===== config.mk =====
export PLATFORM = sky130hd
export DESIGN_NAME = seq_add_sub
export DESIGN_NICKNAME = d
export VERILOG_FILES = /design/src/rtl/addsub_pkg.sv /design/src/rtl/add_chunk.sv /design/src/rtl/seq_add_sub.sv
export SDC_FILE = /design/constraint.sdc
export NUM_CORES = 1
export LEC_CHECK = 0
export CORE_ASPECT_RATIO = 0.8
export CORE_MARGIN = 2
export CORE_UTILIZATION = 34
export DETAILED_ROUTE_END_ITERATION = 10
export HOLD_SLACK_MARGIN = 0.06
export PLACE_DENSITY = 0.54
export SYNTH_ARGS = -nofsm -noshare
export SYNTH_HDL_FRONTEND = slang
export SYNTH_SLANG_ARGS = --single-unit

===== constraint.sdc =====
create_clock -name clk -period 3.6 [get_ports clk]
set_clock_uncertainty 0.15 [all_clocks]
set_input_delay 0.36 -clock clk [delete_from_list [all_inputs] [get_ports clk]]
set_output_delay 0.36 -clock clk [all_outputs]
set_load 0.05 [all_outputs]

===== src/rtl/addsub_pkg.sv =====
// Shared definitions for the sequential chunked adder/subtractor.
//   DEF_WIDTH / DEF_CHUNK : default operand width and bits added per cycle
//   state_t               : controller state encoding (IDLE, RUN, DONE)
package addsub_pkg;

  localparam int unsigned DEF_WIDTH = 16;
  localparam int unsigned DEF_CHUNK = 4;

  typedef enum logic [1:0] {
    IDLE = 2'd0,
    RUN  = 2'd1,
    DONE = 2'd2
  } state_t;

endpackage : addsub_pkg


===== src/rtl/add_chunk.sv =====
// Combinational WIDTH-bit ripple-carry adder built from full-adder cells.
// Ports:
//   A, B : addends
//   Ci   : carry-in to bit 0
//   S    : sum
//   Co   : carry-out of the top bit
module add_chunk #(
  parameter int unsigned WIDTH = 4
) (
  input  logic [WIDTH-1:0] A,
  input  logic [WIDTH-1:0] B,
  input  logic             Ci,
  output logic [WIDTH-1:0] S,
  output logic             Co
);

  logic [WIDTH:0] c;

  assign c[0] = Ci;

  // One full-adder cell per bit, carry rippling upward.
  for (genvar i = 0; i < WIDTH; i++) begin : g_fa
    assign S[i]   = A[i] ^ B[i] ^ c[i];
    assign c[i+1] = (A[i] & B[i]) | (c[i] & (A[i] ^ B[i]));
  end

  assign Co = c[WIDTH];

endmodule : add_chunk


===== src/rtl/seq_add_sub.sv =====
// Sequential add/subtract: processes one CHUNK-bit slice per clock, LSB
// slice first, then presents S/Co/V/Z with a one-cycle done pulse.
// Optional feature: define SEQ_ADD_SUB_SAT_EN to clamp S to the signed
// max/min on overflow (V still reports the overflow).
// Ports:
//   clk, reset      : clock (rising edge), async active-high reset
//   start, sub      : begin operation; 0 = add, 1 = subtract
//   A, B, Ci        : operands and add-mode carry-in
//   ready, done     : accepting start (IDLE only); result-valid pulse
//   S, Co, V, Z     : result, carry-out (1 = no borrow on subtract),
//                     signed overflow, result-is-zero
module seq_add_sub
  import addsub_pkg::*;
#(
  parameter int unsigned WIDTH = DEF_WIDTH,
  parameter int unsigned CHUNK = DEF_CHUNK
) (
  input  logic             clk,
  input  logic             reset,
  input  logic             start,
  input  logic             sub,
  input  logic [WIDTH-1:0] A,
  input  logic [WIDTH-1:0] B,
  input  logic             Ci,
  output logic             ready,
  output logic             done,
  output logic [WIDTH-1:0] S,
  output logic             Co,
  output logic             V,
  output logic             Z
);

  localparam int unsigned N     = WIDTH / CHUNK;
  localparam int unsigned CNT_W = (N > 1) ? $clog2(N) : 1;
  localparam int unsigned IDX_W = (WIDTH > 1) ? $clog2(WIDTH) : 1;

  state_t             state_q, state_d;
  logic [WIDTH-1:0]   a_q, a_d;
  logic [WIDTH-1:0]   b_q, b_d;      // effective B (already inverted for subtract)
  logic               carry_q, carry_d;
  logic [CNT_W-1:0]   cnt_q, cnt_d;
  logic [WIDTH-1:0]   sum_q, sum_d;
  logic [WIDTH-1:0]   s_q, s_d;
  logic               co_q, co_d;
  logic               v_q, v_d;
  logic               z_q, z_d;
  logic               done_q, done_d;
  logic               ready_q, ready_d;

  logic [IDX_W-1:0]   lo_c;
  logic [CHUNK-1:0]   slice_s_c;
  logic               slice_co_c;
  logic [WIDTH-1:0]   res_c;
  logic               ovf_c;
  logic [WIDTH-1:0]   fin_c;
  logic               last_c;

  // Bit offset of the slice handled this cycle.
  assign lo_c   = IDX_W'(32'(cnt_q) * CHUNK);
  assign last_c = (cnt_q == CNT_W'(N - 1));

  add_chunk #(.WIDTH(CHUNK)) u_add_chunk (
    .A  (a_q[lo_c +: CHUNK]),
    .B  (b_q[lo_c +: CHUNK]),
    .Ci (carry_q),
    .S  (slice_s_c),
    .Co (slice_co_c)
  );

  // Accumulated result with the current slice merged in; overflow and
  // optional clamp are evaluated on it when the top slice completes.
  always_comb begin
    res_c               = sum_q;
    res_c[lo_c +: CHUNK] = slice_s_c;
    ovf_c = (a_q[WIDTH-1] == b_q[WIDTH-1]) && (res_c[WIDTH-1] != a_q[WIDTH-1]);
    fin_c = res_c;
`ifdef SEQ_ADD_SUB_SAT_EN
    if (ovf_c) begin
      fin_c = a_q[WIDTH-1] ? {1'b1, {(WIDTH-1){1'b0}}}
                           : {1'b0, {(WIDTH-1){1'b1}}};
    end
`endif
  end

  // Next-state and next-output logic.
  always_comb begin
    state_d = state_q;
    a_d     = a_q;
    b_d     = b_q;
    carry_d = carry_q;
    cnt_d   = cnt_q;
    sum_d   = sum_q;
    s_d     = s_q;
    co_d    = co_q;
    v_d     = v_q;
    z_d     = z_q;
    done_d  = 1'b0;

    case (state_q)
      IDLE: begin
        if (start) begin
          a_d     = A;
          b_d     = B ^ {WIDTH{sub}};
          carry_d = sub | Ci;
          cnt_d   = '0;
          state_d = RUN;
        end
      end
      RUN: begin
        sum_d   = res_c;
        carry_d = slice_co_c;
        cnt_d   = cnt_q + CNT_W'(1);
        if (last_c) begin
          cnt_d   = '0;
          state_d = DONE;
          done_d  = 1'b1;
          s_d     = fin_c;
          co_d    = slice_co_c;
          v_d     = ovf_c;
          z_d     = (fin_c == '0);
        end
      end
      DONE:    state_d = IDLE;
      default: state_d = IDLE;
    endcase

    ready_d = (state_d == IDLE);
  end

  // State and output registers.
  always_ff @(posedge clk or posedge reset) begin
    if (reset) begin
      state_q <= IDLE;
      a_q     <= '0;
      b_q     <= '0;
      carry_q <= 1'b0;
      cnt_q   <= '0;
      sum_q   <= '0;
      s_q     <= '0;
      co_q    <= 1'b0;
      v_q     <= 1'b0;
      z_q     <= 1'b0;
      done_q  <= 1'b0;
      ready_q <= 1'b1;
    end else begin
      state_q <= state_d;
      a_q     <= a_d;
      b_q     <= b_d;
      carry_q <= carry_d;
      cnt_q   <= cnt_d;
      sum_q   <= sum_d;
      s_q     <= s_d;
      co_q    <= co_d;
      v_q     <= v_d;
      z_q     <= z_d;
      done_q  <= done_d;
      ready_q <= ready_d;
    end
  end

  assign ready = ready_q;
  assign done  = done_q;
  assign S     = s_q;
  assign Co    = co_q;
  assign V     = v_q;
  assign Z     = z_q;

endmodule : seq_add_sub


Word-level counts from Yosys, hierarchy flattened
Cells that the tools add are included.
{"block": "word_totals", "ff_bits": 74, "inputBits": 37, "output_inout_bits": 21, "word_cells": 64}
{"block": "op_classes", "addsub": 2, "n_eq_ne": 5, "shifts": 4, "mux": 11, "bitwise": 22, "n_reduce_logical": 8}
{"operator": "$shiftx A16 B5 Y4", "count": 2}
{"operator": "$bwmux W16", "count": 1}
{"operator": "$logic_not A16 Y1", "count": 1}
{"operator": "$shift A4 B6 Y16 const A", "count": 1}
{"operator": "$shiftx A4 B6 Y16", "count": 1}
{"operator": "$xor A16 B16 Y16", "count": 1}
{"operator": "$and A1 B1 Y1", "count": 8}
{"operator": "$mux W2", "count": 4}
{"operator": "$pmux W2 S2", "count": 2}
{"operator": "$xor A1 B1 Y1", "count": 8}
{"operator": "$neg A4 Y6", "count": 1}
{"operator": "$reduce_and A2 Y1", "count": 3}
{"operator": "$or A1 B1 Y1", "count": 5}
{"operator": "$logic_not A2 Y1", "count": 2}
{"operator": "$mux W1", "count": 3}
{"operator": "$add A2 B1 Y2 const B", "count": 1}
{"operator": "$eq A2 B1 Y1 const B", "count": 1}
{"operator": "$eq A2 B2 Y1 const B", "count": 1}
{"operator": "$ne A2 B2 Y1 const B", "count": 1}
{"operator": "$pmux W1 S2", "count": 1}
{"operator": "$reduce_bool A2 Y1", "count": 1}
{"operator": "$eq A1 B1 Y1", "count": 1}
{"operator": "$logic_and A1 B1 Y1", "count": 1}
{"operator": "$ne A1 B1 Y1", "count": 1}

Logic depth before layout (Yosys ltp)
Gate-level depths: netlist of run 1.
{"block": "logic_depth", "ltp_word": 13, "ltp_mapped": 13, "mapped_depth_nobuf": 12}

Hierarchy
Synthesis of run 1 repeated with hierarchy kept, for this count alone.
{"block": "hier_totals", "cells_unflattened": 313, "area_unflattened_um2": 3539.6}
{"module": "seq_add_sub", "instances": 1, "cells_per_inst": 299, "area_each_um2": 3422.0, "seq_area_each_um2": 1853.0}
{"module": "add_chunk", "instances": 1, "cells_per_inst": 14, "area_each_um2": 117.6, "seq_area_each_um2": 0.0}

Worst setup path before layout of run 1
OpenSTA, ideal clock, no wires.
{"block": "synth_timing", "path_type": "register to register", "startpoint": "register cnt_q[0]", "endpoint": "register z_q, in the netlist Z", "setup_time_ns": 0.103, "arrival_ns": 3.326, "t_required_ns": 3.347, "setup_slack_ns": 0.021, "path_stages_with_launch": 14, "path_buffers": 1, "synth_period_minus_slack_ns": 3.579, "cell_sequence": "dfrtp_1 buf_2 mux4_2 inv_1 fa_1 inv_1 fa_1 inv_1 fa_1 inv_1 fa_1 a31oi_1 nand4_1 o41ai_2"}
{"block": "synth_via", "elab_chain_cells": 12, "word_cells_on_any_way": 26, "cone_classes": "add/sub (1); eq/ne (1); shift (4); mux (1); bitwise (17); reduce/logical (2)"}
{"element": "start, declared", "line": "seq_add_sub.sv:41", "text": "logic [CNT_W-1:0] cnt_q, cnt_d;"}
{"element": "start signal, assigned", "line": "seq_add_sub.sv:150", "text": "cnt_q <= cnt_d;"}
{"element": "$shiftx A16 B5 Y4, on equally long branches", "line": "seq_add_sub.sv:63, seq_add_sub.sv:64"}
{"element": "$xor A1 B1 Y1", "line": "add_chunk.sv:23, add_chunk.sv:24"}
{"element": "$and A1 B1 Y1", "line": "add_chunk.sv:24", "text": "assign c[i+1] = (A[i] & B[i]) | (c[i] & (A[i] ^ B[i]));"}
{"element": "$or A1 B1 Y1", "line": "add_chunk.sv:24"}
{"element": "$and A1 B1 Y1", "line": "add_chunk.sv:24"}
{"element": "$or A1 B1 Y1", "line": "add_chunk.sv:24"}
{"element": "$and A1 B1 Y1", "line": "add_chunk.sv:24"}
{"element": "$or A1 B1 Y1", "line": "add_chunk.sv:24"}
{"element": "$xor A1 B1 Y1", "line": "add_chunk.sv:23", "text": "assign S[i] = A[i] ^ B[i] ^ c[i];"}
{"element": "$shiftx A4 B6 Y16", "line": "seq_add_sub.sv:74", "text": "res_c[lo_c +: CHUNK] = slice_s_c;"}
{"element": "$bwmux W16", "line": "seq_add_sub.sv:74"}
{"element": "$logic_not A16 Y1", "line": "seq_add_sub.sv:120", "text": "z_d = (fin_c == '0);"}
{"element": "end signal, assigned", "line": "seq_add_sub.sv:155", "text": "z_q <= z_d;"}
{"element": "end, declared", "line": "seq_add_sub.sv:46", "text": "logic z_q, z_d;"}
Several ways; a longest one is shown, not always the timed one.
A chain may end at the register's enable or synchronous reset.

Worst setup path in the final report of run 1
{"block": "layout_timing", "startpoint": "register cnt_q[1]", "endpoint": "register v_q, in the netlist V"}
{"block": "layout_via", "elab_chain_cells": 13, "word_cells_on_any_way": 27, "cone_classes": "add/sub (1); eq/ne (2); shift (4); mux (1); bitwise (17); reduce/logical (2)"}
{"element": "$shiftx A16 B5 Y4, on equally long branches", "line": "seq_add_sub.sv:63, seq_add_sub.sv:64"}
{"element": "$xor A1 B1 Y1", "line": "add_chunk.sv:23, add_chunk.sv:24"}
{"element": "$and A1 B1 Y1", "line": "add_chunk.sv:24"}
{"element": "$or A1 B1 Y1", "line": "add_chunk.sv:24"}
{"element": "$and A1 B1 Y1", "line": "add_chunk.sv:24"}
{"element": "$or A1 B1 Y1", "line": "add_chunk.sv:24"}
{"element": "$and A1 B1 Y1", "line": "add_chunk.sv:24"}
{"element": "$or A1 B1 Y1", "line": "add_chunk.sv:24"}
{"element": "$xor A1 B1 Y1", "line": "add_chunk.sv:23"}
{"element": "$shiftx A4 B6 Y16", "line": "seq_add_sub.sv:74"}
{"element": "$bwmux W16", "line": "seq_add_sub.sv:74"}
{"element": "$ne A1 B1 Y1", "line": "seq_add_sub.sv:75", "text": "ovf_c = (a_q[WIDTH-1] == b_q[WIDTH-1]) && (res_c[WIDTH-1] != a_q[WIDTH-1]);"}
{"element": "$logic_and A1 B1 Y1", "line": "seq_add_sub.sv:75"}
{"element": "end signal, assigned", "line": "seq_add_sub.sv:154", "text": "v_q <= v_d;"}
{"element": "end, declared", "line": "seq_add_sub.sv:45", "text": "logic v_q, v_d;"}
Several ways; a longest one is shown, not always the timed one.

==> results of run 1 <==
timing repair:
action	CTS	global route
hold endpoints to repair	0	0
gates resized for setup	0	4
setup endpoints to repair	0	2
metrics by stage:
step | cells | cell area (sq um) | hold slack [ns] | utilization, % | total power (uW)
after floorplan | 315 | 3467 | 0.2922 | - | 2884
after global placement | 501 | 4209 | 0.3079 | 43.08 | 3552
after detailed placement | 501 | 4209 | 0.3135 | 43.08 | 3541
after CTS | 517 | 4518 | 0.1048 | 46.25 | 4481
after global routing | 517 | 4534 | 0.1160 | 46.41 | 4832
final | 517 | 4534 | 0.1061 | 46.41 | 4466
final cells by class:
cell class,count,area [sq um]
Multi-Input combinational cell,210,1506
Sequential cell,74,1854
Fill cell,931,5235
Inverter,15,56.30
Clock buffer,14,274.0
Clock inverter,2,35.03
Tap cell,136,170.2
Timing Repair Buffer,66,638.1
cells in the final DEF, fill, tap and decap left out, drive strengths merged:
cell type      Yosys  routed
o21ai             30      30
nand2b             1       1
a21oi             18      18
clkdlybuf4s50      0      57
nor3b              4       4
fa                 4       4
clkbuf             7      14
o2bb2ai            1       1
o31ai              1       1
o21bai             1       1
xnor2             16      16
nor3               1       1
a311oi             1       1
mux2              16      16
buf                9       9
o41ai              1       1
dfrtp             73      73
a31oi             16      16
ha                 6       6
and3b              1       1
nand3b             1       1
and2b              1       1
nor2b             16      16
nand4              4       4
nand2             36      36
nor2              22      22
bufinv             0       1
inv               15      15
clkinv             0       1
dfstp              1       1
nand3              2       2
a22o               1       1
mux4               8       8
or3                1       1
layer usage:
| layer | vias to the layer above | GRT usage [%] |
|---|---|---|
| li1 | 1213 | - |
| met1 | 1172 | 22.28 |
| met2 | 51 | 21.63 |
| met3 | 9 | 3.548 |
| met4 | 0 | 4.706 |
| met5 | - | 0 |
worst paths after layout:
check	from	cells after the start	slack [ns]	endpoint
setup reg to reg	cnt_q[1]	13	0.19	V
hold / removal	reset	2	0.11	sum_q[14]
min in group clk	sum_q[3]	2	0.32	sum_q[3]
hold reg to reg	sum_q[3]	2	0.32	sum_q[3]
max in group asynchronous	reset	3	2.51	a_q[11]
setup / recovery	cnt_q[1]	13	0.19	V
flip-flops by register name, indices dropped and copies added (netlist names):
| signal | flops |
|---|---|
| ready | 1 |
| a_q | 16 |
| Co | 1 |
| Z | 1 |
| done | 1 |
| state_q | 2 |
| cnt_q | 2 |
| V | 1 |
| carry_q | 1 |
| S | 16 |
| b_q | 16 |
| sum_q | 16 |
worst max-delay path, stage by stage, from the launching register on:
cell and delay, ns:
dfrtp_2 0.42, mux4_2 0.50, inv_1 0.08, fa_1 0.15, inv_1 0.05, fa_1 0.35, inv_1 0.07, fa_1 0.16
inv_1 0.05, fa_2 0.59, a31oi_2 0.13, buf_4 0.18, or3_1 0.30, a31oi_1 0.16
power by group:
part	switching, uW	internal (uW)
combinational	1310	865
clock	324	593
sequential	198	1180
total	1830	2630
logic make-up (layout without fill, tap and decap cells):
logic type,after synthesis,in the layout
compound gates,70,70
xor+xnor,16,16
fa+ha+maj,10,10
buf+inv,31,97
flops,74,74
mux,24,24
simple gates,90,90
==> metrics.md, run 1 <==
| Metric | Value |
|---|---|
| CP Capture Type | register |
| Crit path DAT | between 3 and 4 ns |
| Vias in the first global route | 2476 |
| Hold Crit Class | input pin to async pin |
| Synth Area in Compound Gates | about 11% |
| Die ar. | 11030 sq um |
| Routed Antenna Nets | 0 |
| Seq/Total Area, Yosys | 53.45% |
| Final worst slack | 0.1890 ns |
| Vias/cell | 4.729 |
| Final setup vio count | 0 |
| Largest net degree at the start of global routing | 49 |
| IO Port Bufs | 57 |
| Drt wl/cell | 14.31 um |
| Hold_buf cts | 0 |
| Synthesized area per cell | 11.01 sq um |
| Post-Synth Simple-Gate Area | between 10% and 20% |
| CTS Buffer Depth | 2 |
| Post-synthesis mux area share | slightly above 10% |
| Top-area cell type share of the netlist area | 52.69% |
| Synth cell count leaders | dfrtp_1, nand2_1, o21ai_0 |
| Synth-to-layout area growth | 30.78% |
| Initial antenna violation count | 0 |
| Final nets | 423 |
| Drt pass-1 iters | 5 |
| Fmax | 0.2932 GHz |
| Max VDD drop | about 390 uV |
| Global Route Usage Sum | 14.98% |
| Worst-path clk slew | approximately 0.060 ns |
| Post-synthesis xor/xnor area fraction | 4.042% |
| Max layer used | met4 |
| First-pass GRT wire length | 12.72 mm |
| Clock buffer count from CTS | 9 |
| Core area | roughly 9800 sq um |
| Cell Rows | 32 |
| Clock Sinks | 74 |
| Synth area leaders | dfrtp_1, mux2_2, mux4_2, o21ai_0, xnor2_1 |
| Yosys warns | 0 |
| Routability cong. | 0.7920 |
| Synth Area in Adders | 4.475% |
| Pre-CTS WS | 0.06627 ns |
| Met3 WL post-DR | 312 um |
| Post-synth cell types | 32 |
| Cell area power density | 985.0 nW/um^2 |
| IO Pins | 58 |
| Starting density of the core | 35.49% |
| # H-tree levels | 3 |
| Chip height | 94.32 um |
| Synth Flop Type | dfrtp_1 |
| Post-synth EDFFs | 0 |
| Async SR Flop Fraction | 100.0% |
| Max_slew headroom | 29.36% |
| DRC | 0 |
| Vias | 2445 |
| Fin crit share | 94.75% |
| Root Buffer | clkbuf_16 |
| Routed wire length | 7.400 mm |
| 1st-iter DRT viols | between 80 and 90 |
| DPL Wire Length | 5.268 mm |
| Min Clock Period, post-route | between 3 and 4 ns |
| Leak Pwr | 0.001913 uW |
| Status | completed |
| Metal-1 WL | 3.840 mm |
| # diodes | 0 |
| Skew-Pair Late Insertion Delay | about 0.33 ns |
| DIE WIDTH | 116.9 um |
| GRT overflow | 0 |
| Layout cells sized above 1 | 14.96% |
| Slew @ Worst Pin | 1.060 ns |
| Max-cap viol count | 0 |
| CTS tree | done |
| Synth Net Count | about 360 |
| Seq cells post-synth | between 70 and 80 |
| Setup tns final | 0 ns |
| Synth area leader | dfrtp_1 |
| Mapped Cells | 315 |
| Routed wl met2 | 3.153 mm |
| Post CTS Setup Buffer Count | 0 |
| Crit path max fanout | 5 |
| Main combinational cell family by area after synthesis | simple AND/OR/NAND/NOR gates |
| RSZ-0062 raised after global routing | false |
| Critical Path Start Type | register |
| Mapped Area | 3467 sq um |
| Critical path required time | ~3.7 ns |
| Slew Viols, Final | 0 |
| WS Path Type | register to register |
| Top-count cell post-synth | dfrtp_1 |
| Hold Fails Final Rpt | 0 |
No activity file was read; power rests on OpenSTA's default activity.
==> run 2, diff against run 1 <==
Settings changed: ABC_CLOCK_PERIOD_IN_PS set to 3600, HOLD_SLACK_MARGIN 0.06 to unset, PLACE_DENSITY 0.54 to unset.
==> run 2 against run 1 <==
  * Die area is the same
  * Routed wire length grew 4.6%
  * Worst hold slack improved by 0.22 ns
  * Sequential share of layout area shrank 0.51 points
  * Critical path depth did not move
  * Cell area grew 1.3%
  * Clock power up 11%
  * Critical path type unchanged
  * Critical endpoint unchanged
==> metrics.md, run 2 (synthesized netlist as in run 1, its figures left out) <==
| Metric | Value |
|---|---|
| FF+latch area | 1854 sq um (unchanged) |
| Drt wl/cell | 14.99 um (was 14.31 um) |
| Global Route Usage Sum | 15.46% (was 14.98%) |
| WS Path Type | register to register (unchanged) |
| Hold Crit Class | register to register (was input pin to async pin) |
| Leak Pwr | 0.001932 uW (was 0.001913 uW) |
| Vias | 2468 (was 2445) |
| # H-tree levels | 3 (unchanged) |
| Pint | 2760 uW (was 2635 uW) |
| Final setup vio count | 0 (unchanged) |
| Final hold slack | 0.3225 ns (was 0.1061 ns) |
| Vias/cell | 4.783 (was 4.729) |
| # fillers | 909 (was 931) |
| Routability cong. | 0.8473 (was 0.7920) |
| IO Port Bufs | 57 (unchanged) |
| Cell Rows | 32 (unchanged) |
| 1st-iter DRT viols | 142 (was 89) |
| DPL Wire Length | 5.552 mm (was 5.268 mm) |
| Slew Viols, Final | 0 (unchanged) |
| Final nets | 423 (unchanged) |
| Crit path from | cnt_q[1] (unchanged) |
| Worst-path clk slew | 0.06 ns (about the same) |
| Status | completed (unchanged) |
| Largest net degree at the start of global routing | 49 (unchanged) |
| Worst-case reg-to-reg path depth | 13 (unchanged) |
| Overall power | 4675 uW (was 4466 uW) |
| Critical path required time | 3.70 ns (about the same) |
| Crit path max fanout | 5 (unchanged) |
| Core area | 9769 sq um (unchanged) |
| DRC | 0 (unchanged) |
| GRT overflow | 0 (unchanged) |
| Final core occ | 47.00% (was 46.41%) |
| Starting density of the core | 35.49% (unchanged) |
| Min Clock Period, post-route | 3.484 ns (was 3.411 ns) |
| Drt pass-1 iters | 4 (was 5) |
| Multi-input logic area | 1515 sq um (was 1506 sq um) |
| Layout cells sized above 1 | 15.26% (was 14.96%) |
| Switching power | 1914 uW (was 1831 uW) |
| CP Capture Type | register (unchanged) |
| Fmax | 0.2870 GHz (was 0.2932 GHz) |
| # diodes | 0 (unchanged) |
| Setup crit end | V (unchanged) |
| Initial antenna violation count | 0 (unchanged) |
| R2R Setup Slk | 0.12 ns (was 0.19 ns) |
| Most frequent cells in the layout | dfrtp_1, clkdlybuf4s50_1, nand2_1 (unchanged) |
| Sw Ratio | 40.95% (was 41.00%) |
| CTS tree | done (unchanged) |
| Skew-Pair Late Insertion Delay | 0.33 ns (about the same) |
| Vias in the first global route | 2463 (was 2476) |
| Clock Sinks | 74 (unchanged) |
| DIE WIDTH | 116.9 um (unchanged) |
| Slew @ Worst Pin | 1.063 ns (was 1.060 ns) |
| Critical Path Start Type | register (unchanged) |
| Fin crit share | 96.79% (was 94.75%) |
| Clock buffer count from CTS | 9 (unchanged) |
| Max_slew headroom | 29.14% (was 29.36%) |
| Die ar. | 11030 sq um (unchanged) |
| Clock network fraction of total power | 21.9% (was 20.5%) |
| Register share of total power | 29.6% (was 30.8%) |
| Root Buffer | clkbuf_16 (unchanged) |
| Most common cell after layout, fill and taps aside | dfrtp_1 (unchanged) |
| RSZ-0062 raised after global routing | true (was false) |
| Max-cap viol count | 0 (unchanged) |
| Chip height | 94.32 um (unchanged) |
| Cell area power density | 1018 nW/um^2 (was 985.0 nW/um^2) |
| Setup tns final | 0 ns (unchanged) |
| Max VDD drop | 527.0 uV (was 392.5 uV) |
| Routed wire length | 7.737 mm (was 7.400 mm) |
| Design Area, Final | 4592 sq um (was 4534 sq um) |
| Crit path DAT | 3.58 ns (was 3.51 ns) |
| IO Pins | 58 (unchanged) |
| Routed Antenna Nets | 0 (unchanged) |
| Post-Place Cell Area | 4214 sq um (was 4209 sq um) |
| Combinational power share | 48.5% (was 48.7%) |
| CTS Buffer Depth | 2 (unchanged) |
| RR Startpoint | cnt_q[1] (unchanged) |
| Hold_buf cts | 0 (unchanged) |
| RR Endpoint | V (unchanged) |
| Hold Fails Final Rpt | 0 (unchanged) |
| Synth-to-layout area growth | 32.44% (was 30.78%) |
| Hold-critical path depth | 2 |
| First-pass GRT wire length | 12.83 mm (was 12.72 mm) |
[run 2: changes by cell type in the layout (fill, tap and decap cells not counted)]
cell        previous run  this run
a31oi_2                1         0
buf_4                  9         7
clkbuf_1               2         0
clkbuf_8               3         1
buf_6                  0         1
a31oi_4                0         1
bufinv_16              1         3
buf_12                 0         1
clkinvlp_4             0         1
[run 2: stage by stage]
step | setup WS [ns] | cells
2_1_floorplan | 0.02071 | 315
3_3_place_gp | 0.1595 | 500
3_5_place_dp | 0.02444 | 500
4_1_cts | 0.005950 | 515
5_1_grt | -0.02177 | 516
6_report | 0.1155 | 516
[run 2: area by class of cell]
cell class	instances	area share (%)
well taps	136	3.706
clock buffers	10	5.204
inverters	15	1.226
repair buffers	66	14.25
clock inverters	5	2.234
multi-input cells	210	33.00
flip-flops and latches	74	40.38
[run 2: per-layer routing]
layer / share of wire (%) / global-route usage (%) / vias up
li1: - / - / 1216
met2: 43 / 21.82 / 60
met5: 0 / 0 / -
met1: 51 / 23.19 / 1182
met4: 1.2 / 3.922 / 0
met3: 4.7 / 4.581 / 10
[run 2: worst min-delay path by stage]
stage | startpoint | endpoint | slack [ns]
floorplan | sum_q[0] | sum_q[0] | 0.29
global placement | sum_q[8] | sum_q[8] | 0.31
detailed placement | sum_q[6] | sum_q[6] | 0.32
CTS | sum_q[13] | sum_q[13] | 0.33
global route | sum_q[7] | sum_q[7] | 0.35
finish | S[12] | S[12] | 0.32
[run 2: worst max-delay path, cell delays in order, from the launching register on]
cell and delay (ns):
dfrtp_2 0.42, mux4_2 0.50, inv_1 0.08, fa_1 0.16, inv_1 0.05, fa_1 0.37, inv_1 0.08, fa_1 0.16
inv_1 0.05, fa_2 0.61, a31oi_4 0.12, buf_4 0.18, or3_1 0.30, a31oi_1 0.18
[run 2: what timing repair did]
action                                  CTS  global route
resized for setup                         0             6
endpoints found under the setup margin    0             2
buffers inserted                          0             1
hold endpoints to repair                  0             0
[run 2: power by group through the flow]
stage | combinational (uW) | sequential, uW | clock (uW)
floorplan | 1300 | 1580 | 0
global placement | 2150 | 1390 | 0
detailed placement | 2190 | 1400 | 0
CTS | 2190 | 1390 | 1040
global route | 2480 | 1430 | 1080
finish | 2270 | 1380 | 1020
==> run 3, diff against run 2 <==
Settings changed: CORE_MARGIN 2 to 4.
==> run 3 against run 2 <==
  * Combinational power is essentially flat
  * Final cell count rose by 0.19%
  * Via count fell by 0.65%
  * Clock-buffer cell count down 1
  * Largest power group unchanged
  * Non-clock buffer count unchanged
  * Power is 3.0% lower
  * Largest cell class unchanged
  * Die area rose by 7.8%
  * Setup slack gained 0.049 ns
==> metrics.md, run 3 (synthesized netlist as in run 1, its figures left out) <==
| Metric | Value |
|---|---|
| Routed Antenna Nets | 0 (unchanged) |
| Initial antenna violation count | 0 (unchanged) |
| CTS tree | done (unchanged) |
| Critical path required time | 3.70 ns (about the same) |
| Synth-to-layout area growth | 31.40% (was 32.44%) |
| CTS Buffer Depth | 2 (unchanged) |
| Status | completed (unchanged) |
| # H-tree levels | 3 (unchanged) |
| Min Clock Period, post-route | 3.436 ns (was 3.484 ns) |
| Starting density of the core | 35.34% (was 35.49%) |
| Cell Rows | 32 (unchanged) |
| IO Pins | 58 (unchanged) |
| Root Buffer | clkbuf_16 (unchanged) |
| # fillers | 918 (was 909) |
| Largest net degree at the start of global routing | 49 (unchanged) |
| DRC | 0 (unchanged) |
| Routed wire length | 7.807 mm (was 7.737 mm) |
| Most common cell after layout, fill and taps aside | dfrtp_1 (unchanged) |
| First-pass GRT wire length | 13.22 mm (was 12.83 mm) |
| Fmax | 0.2910 GHz (was 0.2870 GHz) |
| 1st-iter DRT viols | 172 (was 142) |
| Final core occ | 46.44% (was 47.00%) |
| Worst-path clk slew | 0.06 ns (about the same) |
| Hold Crit Class | register to register (unchanged) |
| Clock Sinks | 74 (unchanged) |
| Slew @ Worst Pin | 1.061 ns (was 1.063 ns) |
| Max VDD drop | 465.6 uV (was 527.0 uV) |
| Vias | 2452 (was 2468) |
| DPL Wire Length | 5.627 mm (was 5.552 mm) |
| Overall power | 4533 uW (was 4675 uW) |
| Skew-Pair Late Insertion Delay | 0.33 ns (about the same) |
| DIE WIDTH | 120.9 um (was 116.9 um) |
| Vias/cell | 4.743 (was 4.783) |
| Die ar. | 11890 sq um (was 11030 sq um) |
| Drt pass-1 iters | 4 (unchanged) |
| # diodes | 0 (unchanged) |
| Hold path start | sum_q[10] (was S[12]) |
| Crit path DAT | 3.54 ns (was 3.58 ns) |
| Final worst slack | 0.1641 ns (was 0.1155 ns) |
| RSZ-0062 raised after global routing | false (was true) |
| Vias in the first global route | 2559 (was 2463) |
| Slew Viols, Final | 0 (unchanged) |
| Layout cells sized above 1 | 16.27% (was 15.26%) |
| Global Route Usage Sum | 14.10% (was 15.46%) |
| Final setup vio count | 0 (unchanged) |
| Pre-CTS WS | -0.003035 ns (was 0.02444 ns) |
| Chip height | 98.32 um (was 94.32 um) |
| Final nets | 423 (unchanged) |
| Setup tns final | 0 ns (unchanged) |
| Crit path max fanout | 5 (unchanged) |
| Routability cong. | 0.8325 (was 0.8473) |
| Leak Pwr | 0.001900 uW (was 0.001932 uW) |
| RR Startpoint | cnt_q[0] (was cnt_q[1]) |
| Drt wl/cell | 15.10 um (was 14.99 um) |
| Max-cap viol count | 0 (unchanged) |
| Fin crit share | 95.44% (was 96.79%) |
| Max_slew headroom | 29.24% (was 29.14%) |
| Most frequent cells in the layout | dfrtp_1, clkdlybuf4s50_1, nand2_1 (unchanged) |
| Cell area power density | 994.9 nW/um^2 (was 1018 nW/um^2) |
| Clock buffer count from CTS | 9 (unchanged) |
| Inst Count DP | 500 (unchanged) |
| Crit path from | cnt_q[0] (was cnt_q[1]) |
| Critical Path Start Type | register (unchanged) |
| CP Capture Type | register (unchanged) |
| Hold Fails Final Rpt | 0 (unchanged) |
| Core area | 9809 sq um (was 9769 sq um) |
| GRT overflow | 0 (unchanged) |
| Final std cells w/o fill | 517 (was 516) |
| IO Port Bufs | 57 (unchanged) |
| WS Path Type | register to register (unchanged) |
## run 3: path summary, 6_finish.rpt
kind | depth (start not counted) | slack (ns) | endpoint
setup reg to reg | 13 | 0.16 | V
hold / removal | 2 | 0.32 | sum_q[10]
max in group asynchronous | 3 | 2.27 | ready
min in group asynchronous | 2 | 0.33 | a_q[4]
hold reg to reg | 2 | 0.32 | sum_q[10]
setup / recovery | 13 | 0.16 | V
## run 3: critical path: stages (launching register included)
cell	delay [ns]
dfrtp_2	0.40
mux4_2	0.51
inv_1	0.09
fa_1	0.16
inv_1	0.04
fa_1	0.35
inv_1	0.08
fa_1	0.16
inv_1	0.05
fa_2	0.63
a31oi_4	0.11
buf_4	0.17
or3_1	0.30
a31oi_1	0.16
## run 3: stage by stage
stage	cell area [sq um]	hold WS, ns
finish	4556	0.3222
global route	4556	0.3502
CTS	4516	0.3251
detailed placement	4214	0.3123
global placement	4214	0.3045
floorplan	3467	0.2922
## run 3: repair_timing
item                                   4_1_cts  5_1_grt
hold buffers                                 0        0
endpoints found under the hold margin        0        0
gates resized for setup                      1        7
buffers inserted                             0        1
pin swaps                                    0        2
setup endpoints to repair                    1        2
## run 3: cell type report
| class | count | area (sq um) | area share [%] |
|---|---|---|---|
| clock inverters | 7 | 70.07 | 1.538 |
| multi-input cells | 210 | 1528 | 33.53 |
| clock buffers | 9 | 225.2 | 4.944 |
| inverters | 15 | 56.30 | 1.236 |
| flip-flops and latches | 74 | 1856 | 40.73 |
| well taps | 136 | 170.2 | 3.735 |
| repair buffers | 66 | 650.6 | 14.28 |
## run 3: report_power, final
part | leakage [uW] | total [uW] | switching (uW) | internal [uW]
Clock | 0.000133 | 874 | 341 | 533
Sequential | 0.000920 | 1390 | 211 | 1180
Combinational | 0.000846 | 2270 | 1380 | 891
## run 3: routing by layer
layer	global-route usage, %	up-vias	wire [um]
li1	-	1204	-
met2	19.47	69	3351
met5	0	-	0
met4	4.530	0	76
met3	4.343	7	451
met1	21.02	1172	3927
